### config.mk
export PLATFORM = sky130hd
export DESIGN_NAME = lab6_master_hs_tx
export DESIGN_NICKNAME = d
export VERILOG_FILES = /design/src/rtl/lab6_master_hs_tx.sv
export SDC_FILE = /design/constraint.sdc
export NUM_CORES = 1
export LEC_CHECK = 0
export ABC_AREA = 1
export BUFFER_PORTS_ARGS = -buffer_cell sky130_fd_sc_hd__buf_4
export CORE_ASPECT_RATIO = 1.25
export CORE_UTILIZATION = 52
export DETAILED_ROUTE_END_ITERATION = 16
export GPL_ROUTABILITY_DRIVEN = 0
export PLACE_DENSITY = 0.71
export SLEW_MARGIN = 0
export SYNTH_ARGS = -nofsm -noshare
export SYNTH_HDL_FRONTEND = slang
export SYNTH_SLANG_ARGS = --single-unit
### constraint.sdc
create_clock -name clk -period 1.4 [get_ports clk]
set_input_delay 0.14 -clock clk [delete_from_list [all_inputs] [get_ports clk]]
set_output_delay 0.14 -clock clk [all_outputs]
set_load 0.005 [all_outputs]
### src/rtl/lab6_master_hs_tx.sv
// Switch-code transmitter: debounces a one-hot switch bank into a code and
// sends each new stable code to a slave over a 4-phase req/ack handshake.
//
//   state    | meaning
//   ---------+--------------------------------------------------------------
//   IDLE     | req low; waits for a stable code differing from last_sent
//   REQ      | req high; waits for synchronized ack or handshake timeout
//   WAIT_LOW | req low; waits for ack to fall, then commits last_sent
module lab6_master_hs_tx #(
    parameter int N_SW       = 8,
    parameter int STABLE_CYC = 4,
    parameter int TIMEOUT    = 1024,
    localparam int W         = $clog2(N_SW) + 1
) (
    input  logic            clk,
    input  logic            rst,
    input  logic [N_SW-1:0] sw,
    input  logic            ack,
    output logic [W-1:0]    data_out,
    output logic            req,
    output logic            err
);

    localparam logic [W-1:0] INVALID = {1'b1, {(W-1){1'b0}}};
    localparam int SCW = $clog2(STABLE_CYC + 1);
    localparam int TOW = $clog2(TIMEOUT);
    localparam logic [SCW-1:0] STAB_MAX = SCW'(STABLE_CYC);
    localparam logic [TOW-1:0] TO_LAST  = TOW'(TIMEOUT - 1);

    localparam logic [1:0] S_IDLE     = 2'd0;
    localparam logic [1:0] S_REQ      = 2'd1;
    localparam logic [1:0] S_WAIT_LOW = 2'd2;

    logic [W-1:0]   code;
    logic [W-1:0]   idx;
    logic           onehot;
    logic           stable;

    logic [W-1:0]   code_q, code_d;
    logic [SCW-1:0] stab_q, stab_d;
    logic           ack_m_q, ack_m_d;
    logic           ack_s_q, ack_s_d;
    logic [W-1:0]   last_sent_q, last_sent_d;
    logic [1:0]     state_q, state_d;
    logic [TOW-1:0] tmo_q, tmo_d;
    logic [W-1:0]   data_out_q, data_out_d;
    logic           req_q, req_d;
    logic           err_q, err_d;

    // Zero or multiple switches pressed both map to INVALID.
    always_comb begin
        idx = '0;
        for (int i = 0; i < N_SW; i++) begin
            if (sw[i]) idx = W'(i);
        end
        onehot = (sw != '0) && ((sw & (sw - N_SW'(1))) == '0);
        code   = onehot ? idx : INVALID;
    end

    assign stable = (stab_q == STAB_MAX);

    always_comb begin
        code_d      = code;
        ack_m_d     = ack;
        ack_s_d     = ack_m_q;
        stab_d      = stab_q;
        last_sent_d = last_sent_q;
        state_d     = state_q;
        tmo_d       = tmo_q;
        data_out_d  = data_out_q;
        req_d       = req_q;
        err_d       = err_q;

        if (code != code_q) begin
            stab_d = '0;
        end else if (!stable) begin
            stab_d = stab_q + SCW'(1);
        end

        case (state_q)
            S_IDLE: begin
                req_d = 1'b0;
                if (!ack_s_q && stable && (code_q != last_sent_q)) begin
                    data_out_d = code_q;
                    req_d      = 1'b1;
                    tmo_d      = '0;
                    state_d    = S_REQ;
                end
            end
            S_REQ: begin
                if (ack_s_q) begin
                    req_d   = 1'b0;
                    state_d = S_WAIT_LOW;
                end else if (tmo_q == TO_LAST) begin
                    // last_sent is left alone so the same code is retried.
                    req_d   = 1'b0;
                    err_d   = 1'b1;
                    state_d = S_IDLE;
                end else begin
                    tmo_d = tmo_q + TOW'(1);
                end
            end
            S_WAIT_LOW: begin
                req_d = 1'b0;
                if (!ack_s_q) begin
                    last_sent_d = data_out_q;
                    err_d       = 1'b0;
                    state_d     = S_IDLE;
                end
            end
            default: begin
                req_d   = 1'b0;
                state_d = S_IDLE;
            end
        endcase
    end

    always_ff @(posedge clk or posedge rst) begin
        if (rst) begin
            code_q      <= INVALID;
            stab_q      <= '0;
            ack_m_q     <= 1'b0;
            ack_s_q     <= 1'b0;
            last_sent_q <= INVALID;
            state_q     <= S_IDLE;
            tmo_q       <= '0;
            data_out_q  <= INVALID;
            req_q       <= 1'b0;
            err_q       <= 1'b0;
        end else begin
            code_q      <= code_d;
            stab_q      <= stab_d;
            ack_m_q     <= ack_m_d;
            ack_s_q     <= ack_s_d;
            last_sent_q <= last_sent_d;
            state_q     <= state_d;
            tmo_q       <= tmo_d;
            data_out_q  <= data_out_d;
            req_q       <= req_d;
            err_q       <= err_d;
        end
    end

    assign data_out = data_out_q;
    assign req      = req_q;
    assign err      = err_q;

endmodule

Word level (Yosys, flattened, before mapping)

Cells that the tools add are included.

Add/subtract/negate cells: 3
Eq/ne operators: 13
Mux-type cells: 27
Bitwise operators: 2
Reductions and logical operators: 14

Operators by type and width:

| cell                                                               | count |
|---|---|
| 10-bit two-way mux                                                 | 3 |
| 4-bit two-way mux                                                  | 7 |
| 10-bit one-hot mux with 2 select lines                             | 1 |
| 10-bit by 1-bit adder with 10-bit output, second input constant    | 1 |
| 10-bit == test, second input constant                              | 1 |
| 2-bit inequality test, second input constant                       | 5 |
| 8-bit bitwise AND                                                  | 1 |
| 8-bit zero test                                                    | 1 |
| 2-bit two-way mux                                                  | 4 |
| 4-bit inequality test                                              | 2 |
| 4-bit AND reduction                                                | 2 |
| 8-bit nonzero test                                                 | 1 |
| 8-bit by 1-bit subtractor with 8-bit output, second input constant | 1 |
| 1-bit two-way mux                                                  | 7 |
| 3-bit two-way mux                                                  | 2 |
| 2-bit one-hot mux with 3 select lines                              | 1 |
| 1-bit one-hot mux with 2 select lines                              | 2 |
| 2-bit AND reduction                                                | 2 |
| 2-bit nonzero test                                                 | 2 |
| 3-bit by 1-bit adder with 3-bit output, second input constant      | 1 |
| 3-bit == test, second input constant                               | 1 |
| 1-bit logical AND                                                  | 3 |
| 3-bit inequality test, second input constant                       | 1 |
| 3-bit AND reduction                                                | 1 |
| 6 further kinds                                                    | 6 |

Register bits after elaboration: 31
Input bits: 11
Output and inout bits: 6
Word-level logic and storage cells: 69

Depth between registers and ports, before layout

Gate-level depths: netlist (run 1).

Depth after elaboration: 10
Mapped depth: 12
Gate-level depth less buffers: 12

Least setup slack after synthesis (run 1)

OpenSTA, ideal clock, no wires.

Path type: reg2reg
Start: register tmo_q[0]
End: register tmo_q[8]
Library setup time: 117 ps
Data arrival time: 1436 ps
Required time: 1283 ps
Path slack: -153 ps
Cell stages (with the launch flop): 10
Buffers on the path: 1
Period minus slack after synthesis: 1553 ps
Cells stage by stage: dfrtp_1 -> ha_1 -> nand3_1 -> nor3_1 -> nand3_1 -> nand2_1 -> nand2_2 -> buf_6 -> nand3_1 -> nand2_1

Word-level cells in the longest chain between the ends: 4
Elaborated cells on any way between the ends: 7
Classes of those cells: add/sub: 1; eq/ne: 2; mux: 3; reduce/logical: 1

Ends and longest elaborated chain:

| what                                     | line | RTL |
|---|---|---|
| from (decl)                              | 45   | `logic [TOW-1:0] tmo_q, tmo_d;` |
| from (signal assigned)                   | 137  | `tmo_q <= tmo_d;` |
| 10-bit by 1-bit adder with 10-bit output | 100  | `tmo_d = tmo_q + TOW'(1);` |
| 10-bit two-way mux                       | 94   | `end else if (tmo_q == TO_LAST) begin` |
| 10-bit two-way mux                       | 91   | `if (ack_s_q) begin` |
| 10-bit one-hot mux with 2 select lines   | 80   | `case (state_q)` |

Several ways; a longest one is shown, not always the timed one. The select of a mux whose other input is x is not followed.
A chain may end at the register's enable or synchronous reset.

Worst setup path after layout (run 1)

Start: register stab_q[1]
End: register tmo_q[0]

Word-level cells in the longest chain between the ends: 5

Ends and longest elaborated chain:

| what                                   | line | RTL |
|---|---|---|
| from (decl)                            | 40   | `logic [SCW-1:0] stab_q, stab_d;` |
| from (signal assigned)                 | 132  | `stab_q <= stab_d;` |
| 3-bit == test                          | 60   | `assign stable = (stab_q == STAB_MAX);` |
| 1-bit logical AND (2 in series)        | 83   | `if (!ack_s_q && stable && (code_q != last_sent_q)) begin` |
| 2-bit inequality test (no source line) | -    |  |
| 4-bit AND reduction (no source line)   | -    |  |

Every way passes these cells.

==> results.sh, run 1 <==
export IMPL_status="finished, violations left"
export IMPL_violations="negative setup slack"
export IMPL_diodes=0
export IMPL_layout_min_cycle_time_ps=1510
export IMPL_syn_mean_instance_area_sq_um=7.59
export IMPL_worst_ep_arrival_time_ps=1720
export IMPL_register_area_sq_um=779
export IMPL_ys_seq_area_share_pct=45.6
export IMPL_grt_max_degree=32
export IMPL_synth_top_cell_area_share_pct=41.0
export IMPL_cts_made_buffers=5
export IMPL_synth_fp_nets=239
export IMPL_cp_cell_sequence="inv_1, ha_2, nand2_2, a21oi_2, nand3_2, nand2_4, buf_6, a21oi_4"
export IMPL_die_h_um=66.1
export IMPL_hp_start="sw[6]"
export IMPL_crit_path_max_incr_delay_ps=420
export IMPL_yosysTopAreaCell="dfrtp_1"
export IMPL_path_delay_family="flip-flops"
export IMPL_slew_headroom_pct=73.7
export IMPL_rr_startpoint="stab_q[1]"
export IMPL_die_w_um=53.3
export IMPL_htreeDepth=2
export IMPL_stdcell_count=326
export IMPL_hpwlAfterDp_um=2870
export IMPL_criticalPathCategory="register to register"
export IMPL_clk_pin_slew_ps=110
export IMPL_place_port_buffers=16
export IMPL_rr_endpoint="tmo_q[0]"
export IMPL_antenna_found_initial=0
export IMPL_synthTopCellsByArea="dfrtp_1 (41%), nand2_1 (16%), nor2_1 (6.2%)"
export IMPL_post_drt_wl_per_cell_um=12.2
export IMPL_max_freq_ghz=0.661
export IMPL_synth_ff_type="dfrtp_1"
export IMPL_async_flop_share_pct=100
export IMPL_synth_edff_count=0
export IMPL_initial_core_util_pct=56.4
export IMPL_setup_ws_ps=-114
export IMPL_vdd_drop_max_v=0.000997
export IMPL_final_nets=304
export IMPL_skew_ps=20.5
export IMPL_first_pass_iters=6
export IMPL_yosysMostFrequentCell="nand2_1"
export IMPL_powerDensity_mw_per_mm2=1290
export IMPL_syn2layout_area_growth_pct=36.2
export IMPL_critPathBufInv=2
export IMPL_hold_ws_ps=244
export IMPL_min_path_type="primary input to register"
export IMPL_drc=0
export IMPL_end_kind="register"
export IMPL_drv_cap=0
export IMPL_rows=22
export IMPL_worst_slew_pin_slew_ps=395
export IMPL_rsz0062_at_grt="yes"
export IMPL_clock_latency_ps=340
export IMPL_worstHoldPathCells=5
export IMPL_rrSetupSlack_ps=-110
export IMPL_drt_initial_drc_count=44
export IMPL_ys_types=25
export IMPL_viasPerCell=4.98
export IMPL_critPathMaxFanout=7
export IMPL_leakagePower_nw=1.25
export IMPL_num_vias=1623
export IMPL_finalHoldViolations=0
export IMPL_dieArea_sq_mm=0.00352
export IMPL_grt_pass1_wl_um=6690
export IMPL_synth_area_sq_mm=0.00171
export IMPL_drt_total_wl_um=3970
export IMPL_yosys_top_cells_count="nand2_1 (75), dfrtp_1 (28), nor2_1 (28), inv_1 (26), nand3_1 (11)"
export IMPL_required_ps=1610
export IMPL_coreArea_sq_mm=0.00303
export IMPL_synth_warnings=0
export IMPL_rr_worst_depth=8
export IMPL_period_share_pct=108
export IMPL_final_setup_tns_ps=-1170
export IMPL_grt_usage_pct=26.7
export IMPL_tritoncts="built"
export IMPL_slew_violations=0
export IMPL_grt_pass1_vias=1577
export IMPL_synth_cells=225
export IMPL_cts_sinks=31
export IMPL_dp_cells=311
export IMPL_drive_gt1_share_pct=33.8
export IMPL_cts_root_buffer="clkbuf_4"
export IMPL_hold_end="code_q[1]"
export IMPL_slowest_stage="dfrtp_1"
export IMPL_grt_overflow=0
export IMPL_ys_seq_elements=31
export IMPL_ios=17
export IMPL_multi_input_area_sq_um=868
export IMPL_fillerInstances=239
export IMPL_setup_violations=15
export IMPL_cts_max_path_buffers=2
export IMPL_crit_start="stab_q[1]"
export IMPL_cp_start_kind="register"
export IMPL_antenna_left=0
[registers in the layout (all words and copies together) (netlist names)]
signal / count
stab_q: 3
ack_s_q: 1
last_sent_q: 4
ack_m_q: 1
data_out: 4
state_q: 2
req: 1
err: 1
tmo_q: 10
code_q: 4
[through the flow]
stage	area (sq um)	setup slack (ps)	util (%)	power, mW
final	2330	-114	76.8	3.01
after global routing	2330	-204	76.8	3.21
after CTS	2280	-42.6	75.3	2.89
after detailed placement	2150	-150	71.1	2.23
after global placement	2150	-125	71.1	2.19
after floorplan	1740	-68.8	-	1.74
[worst max-delay path by stage]
stage               end  slack [ps]  cells past startpoint
3_3_place_gp   tmo_q[1]        -130                      8
6_report       tmo_q[0]        -110                      8
5_1_grt        tmo_q[1]        -200                      9
4_1_cts        tmo_q[9]         -40                      9
2_1_floorplan  tmo_q[3]         -70                      9
3_5_place_dp   tmo_q[2]        -150                      9
[final cells by class]
| class | count | area share [%] |
|---|---|---|
| Clock buffer | 6 | 2.21 |
| Clock inverter | 1 | 0.215 |
| Inverter | 30 | 5.06 |
| Multi-Input combinational cell | 163 | 37.3 |
| Sequential cell | 31 | 33.5 |
| Tap cell | 36 | 1.94 |
| Timing Repair Buffer | 59 | 19.7 |
[per-layer routing]
metal  vias to the layer above  routed length, um  GRT usage [%]
li1                        829                  -              -
met1                       762               1570           28.7
met2                        23               2210           47.8
met3                         9                106           7.13
met4                         0                 87           10.5
met5                         -                  0              0
[worst reg2reg max path: cells and delay by family (launching register included)]
family                     cells  cell delay [ps]
buffers and inverters          2              240
adders and majority gates      1              200
AOI/OAI and AO/OA              2              170
DFF                            1              420
and+or+nand+nor                3              360
[power by group]
| group | switching, mW | leakage, nW | internal, mW |
|---|---|---|---|
| clock | 0.313 | 0.0341 | 0.232 |
| combinational | 0.661 | 0.809 | 0.628 |
| sequential | 0.109 | 0.408 | 1.07 |
[cell usage in the layout (no fill, tap or decap), types with 2 or more instances in the layout]
cell           count
dfstp_2            3
xor2_1             9
o21ai_0            4
nand2_2            7
nand3_1            7
dlygate4sd3_1      2
inv_1             26
nand4_1            5
inv_2              3
a21oi_1            4
nand3_2            6
xnor2_1            2
o21ai_1            3
nor2_4             2
ha_2               2
clkbuf_4           5
dfrtp_1           28
nor2_2             5
buf_4             54
buf_6              3
nor2_1            27
nand3b_1           2
nand2_1           69
[repair_timing]
action | CTS | global route
pin swaps | 5 | 1
hold endpoints to repair | 29 | 0
hold buffers | 2 | 0
gates resized for setup | 7 | 11
setup buffers | 4 | 2
cloned | 0 | 0
endpoints found under the setup margin | 16 | 17
[cells by family after synthesis]
logic type / count (synthesis) / synth area share, %
fa+ha+maj: 3 / 2.20
xor+xnor: 11 / 5.64
buf+inv: 31 / 7.25
flops: 31 / 45.6
compound gates: 16 / 5.42
simple gates: 133 / 33.8
Power figures use the tool's default switching activity.
==> run 2: changes to the inputs <==
--- a/config.mk
+++ b/config.mk
@@ -8,10 +8,11 @@
 export ABC_AREA = 1
 export BUFFER_PORTS_ARGS = -buffer_cell sky130_fd_sc_hd__buf_4
 export CORE_ASPECT_RATIO = 1.25
-export CORE_UTILIZATION = 52
+export CORE_UTILIZATION = 35
+export CTS_CLUSTER_DIAMETER = 50
 export DETAILED_ROUTE_END_ITERATION = 16
 export GPL_ROUTABILITY_DRIVEN = 0
-export PLACE_DENSITY = 0.71
+export PLACE_DENSITY = 0.51
 export SLEW_MARGIN = 0
 export SYNTH_ARGS = -nofsm -noshare
 export SYNTH_HDL_FRONTEND = slang
==> run 2 against run 1 <==
  * Critical endpoint is now tmo_q[2]
  * The flow still finishes with violations (negative setup slack)
  * Hold slack gained 35 ps
  * Die area is 47% higher
  * Via count down 4.3%
  * Final area grew 0.59%
  * Flip-flop and latch count unchanged
  * Utilization decreased by 27 points
==> results.sh, run 2 (same netlist as run 1, synthesis figures left out) <==
export IMPL_status="finished, violations left"
export IMPL_violations="negative setup slack"
export IMPL_rrSetupSlack_ps=-50
export IMPL_utilization_pct=49.5
export IMPL_drt_total_wl_um=3650
export IMPL_num_vias=1553
export IMPL_hold_end="code_q[3]"
export IMPL_worstHoldPathCells=5
export IMPL_top_register="tmo_q"
export IMPL_drv_cap=0
export IMPL_p_int_mw=2.15
export IMPL_clk_pin_slew_ps=60
export IMPL_antenna_found_initial=0
export IMPL_p_clk_share_pct=28.9
export IMPL_initial_core_util_pct=36.1
export IMPL_p_sw_share_pct=31.2
export IMPL_cts_sinks=31
export IMPL_layout_min_cycle_time_ps=1450
export IMPL_hp_start="sw[7]"
export IMPL_worst_ep_arrival_time_ps=1610
export IMPL_grt_max_degree=32
export IMPL_die_w_um=64.5
export IMPL_final_common_cell="nand2_1"
export IMPL_required_ps=1560
export IMPL_min_path_type="primary input to register"
export IMPL_leakagePower_nw=1.25
export IMPL_finalHoldViolations=0
export IMPL_critPathMaxFanout=10
export IMPL_dieArea_sq_mm=0.00516
export IMPL_rr_startpoint="code_q[3]"
export IMPL_cp_cell_sequence="xor2_1, nor2_1, a21oi_1, nand3_2, nand2_4, inv_6, nand2_1, o21ai_1"
export IMPL_cts_root_buffer="clkbuf_8"
export IMPL_drt_initial_drc_count=58
export IMPL_cts_made_buffers=5
export IMPL_hpwlAfterDp_um=2940
export IMPL_power_frac_comb_pct=34.1
export IMPL_rows=28
export IMPL_rr_endpoint="tmo_q[2]"
export IMPL_htreeDepth=2
export IMPL_drc=0
export IMPL_power_frac_seq_pct=37.0
export IMPL_period_share_pct=104
export IMPL_antenna_left=0
export IMPL_first_pass_iters=4
export IMPL_syn2layout_area_growth_pct=37.0
export IMPL_ios=17
export IMPL_p_switching_mw=0.976
export IMPL_largest_register_ff_count=10
export IMPL_rsz0062_at_grt="yes"
export IMPL_die_h_um=80.1
export IMPL_worst_slew_pin_slew_ps=395
export IMPL_end_kind="register"
export IMPL_post_drt_wl_per_cell_um=10.6
export IMPL_place_port_buffers=16
export IMPL_drive_gt1_share_pct=29.8
export IMPL_slew_headroom_pct=73.6
export IMPL_cts_setup_buffers=0
export IMPL_stdcell_count=345
export IMPL_grt_pass1_wl_um=6550
export IMPL_powerDensity_mw_per_mm2=1340
export IMPL_cp_start_kind="register"
export IMPL_cts_max_path_buffers=2
export IMPL_grt_pass1_vias=1580
export IMPL_max_freq_ghz=0.689
export IMPL_setup_ws_ps=-52.3
export IMPL_setup_violations=13
export IMPL_final_nets=298
export IMPL_diodes=0
export IMPL_final_cell_mix="nand2_1 (74), buf_4 (49), nor2_1 (28), dfrtp_1 (28), inv_1 (26)"
export IMPL_skew_ps=8.12
export IMPL_grt_overflow=0
export IMPL_crit_path_max_incr_delay_ps=530
export IMPL_grt_usage_pct=17.1
export IMPL_tritoncts="built"
export IMPL_criticalPathCategory="register to register"
export IMPL_slew_violations=0
export IMPL_coreArea_sq_mm=0.00473
export IMPL_clock_latency_ps=280
export IMPL_dp_cells=335
export IMPL_rr_worst_depth=8
export IMPL_slowest_stage="dfstp_2"
export IMPL_vdd_drop_max_v=0.000564
export IMPL_viasPerCell=4.50
run 2: cell count changes in the layout (fill, tap and decap cells not counted), moves of 5 or more:
cell	previous run	this run
clkbuf_8	1	6
nand2_2	7	2
clkbuf_4	5	0
nand2_1	69	74
buf_4	54	49
run 2: stage by stage:
stage / instance area [sq um] / hold slack, ps / worst slack [ps] / setup TNS [ps] / total power [mW]
5_1_grt: 2340 / 284 / -164 / -1970 / 3.38
3_3_place_gp: 2180 / 250 / -96.6 / -897 / 2.21
6_report: 2340 / 279 / -52.3 / -381 / 3.13
3_5_place_dp: 2180 / 251 / -111 / -1180 / 2.21
4_1_cts: 2330 / 277 / -93.1 / -1110 / 3.15
2_1_floorplan: 1740 / 171 / -68.8 / -588 / 1.74
run 2: final cells by class:
type / count / area [sq um]
Fill cell: 492 / 2390
Multi-Input combinational cell: 163 / 840
Sequential cell: 31 / 779
Timing Repair Buffer: 53 / 410
Inverter: 30 / 118
Clock buffer: 6 / 82.6
Tap cell: 60 / 75.1
Clock inverter: 2 / 35.0
run 2: timing repair:
| item | 4_1_cts | 5_1_grt |
|---|---|---|
| pin swaps | 3 | 6 |
| endpoints found under the setup margin | 14 | 16 |
| hold endpoints to repair | 29 | 0 |
| gates resized for setup | 2 | 5 |
| hold buffers | 2 | 0 |
run 2: worst max path at each step:
| stage | startpoint | endpoint | slack, ps | depth (start not counted) |
|---|---|---|---|---|
| 2_1_floorplan | tmo_q[0] | tmo_q[3] | -70 | 9 |
| 3_3_place_gp | sw[1] | stab_q[2] | -100 | 12 |
| 3_5_place_dp | last_sent_q[3] | tmo_q[2] | -110 | 8 |
| 4_1_cts | last_sent_q[3] | tmo_q[2] | -90 | 8 |
| 5_1_grt | last_sent_q[3] | tmo_q[8] | -160 | 8 |
| 6_report | code_q[3] | tmo_q[2] | -50 | 8 |
run 2: power by group through the flow:
stage / clock [mW] / sequential (mW) / combinational (mW)
final: 0.905 / 1.16 / 1.07
after detailed placement: 0 / 1.18 / 1.04
after global placement: 0 / 1.18 / 1.03
after floorplan: 0 / 1.18 / 0.552
after CTS: 0.927 / 1.16 / 1.06
after global routing: 0.968 / 1.18 / 1.23
run 2: per-layer routing:
metal	up-vias	share of wire, %	global-route usage [%]
met1	714	38	16.1
met5	-	0	0
li1	812	-	-
met3	7	2.7	4.69
met4	0	2.4	7.56
met2	20	57	33.6
run 2: worst max-delay path, delay by kind of cell (launching register included):
kind / cells / cell delay, ps
xor+xnor: 1 / 140
flops: 1 / 530
buf+inv: 1 / 70
simple gates: 4 / 390
compound gates: 2 / 200
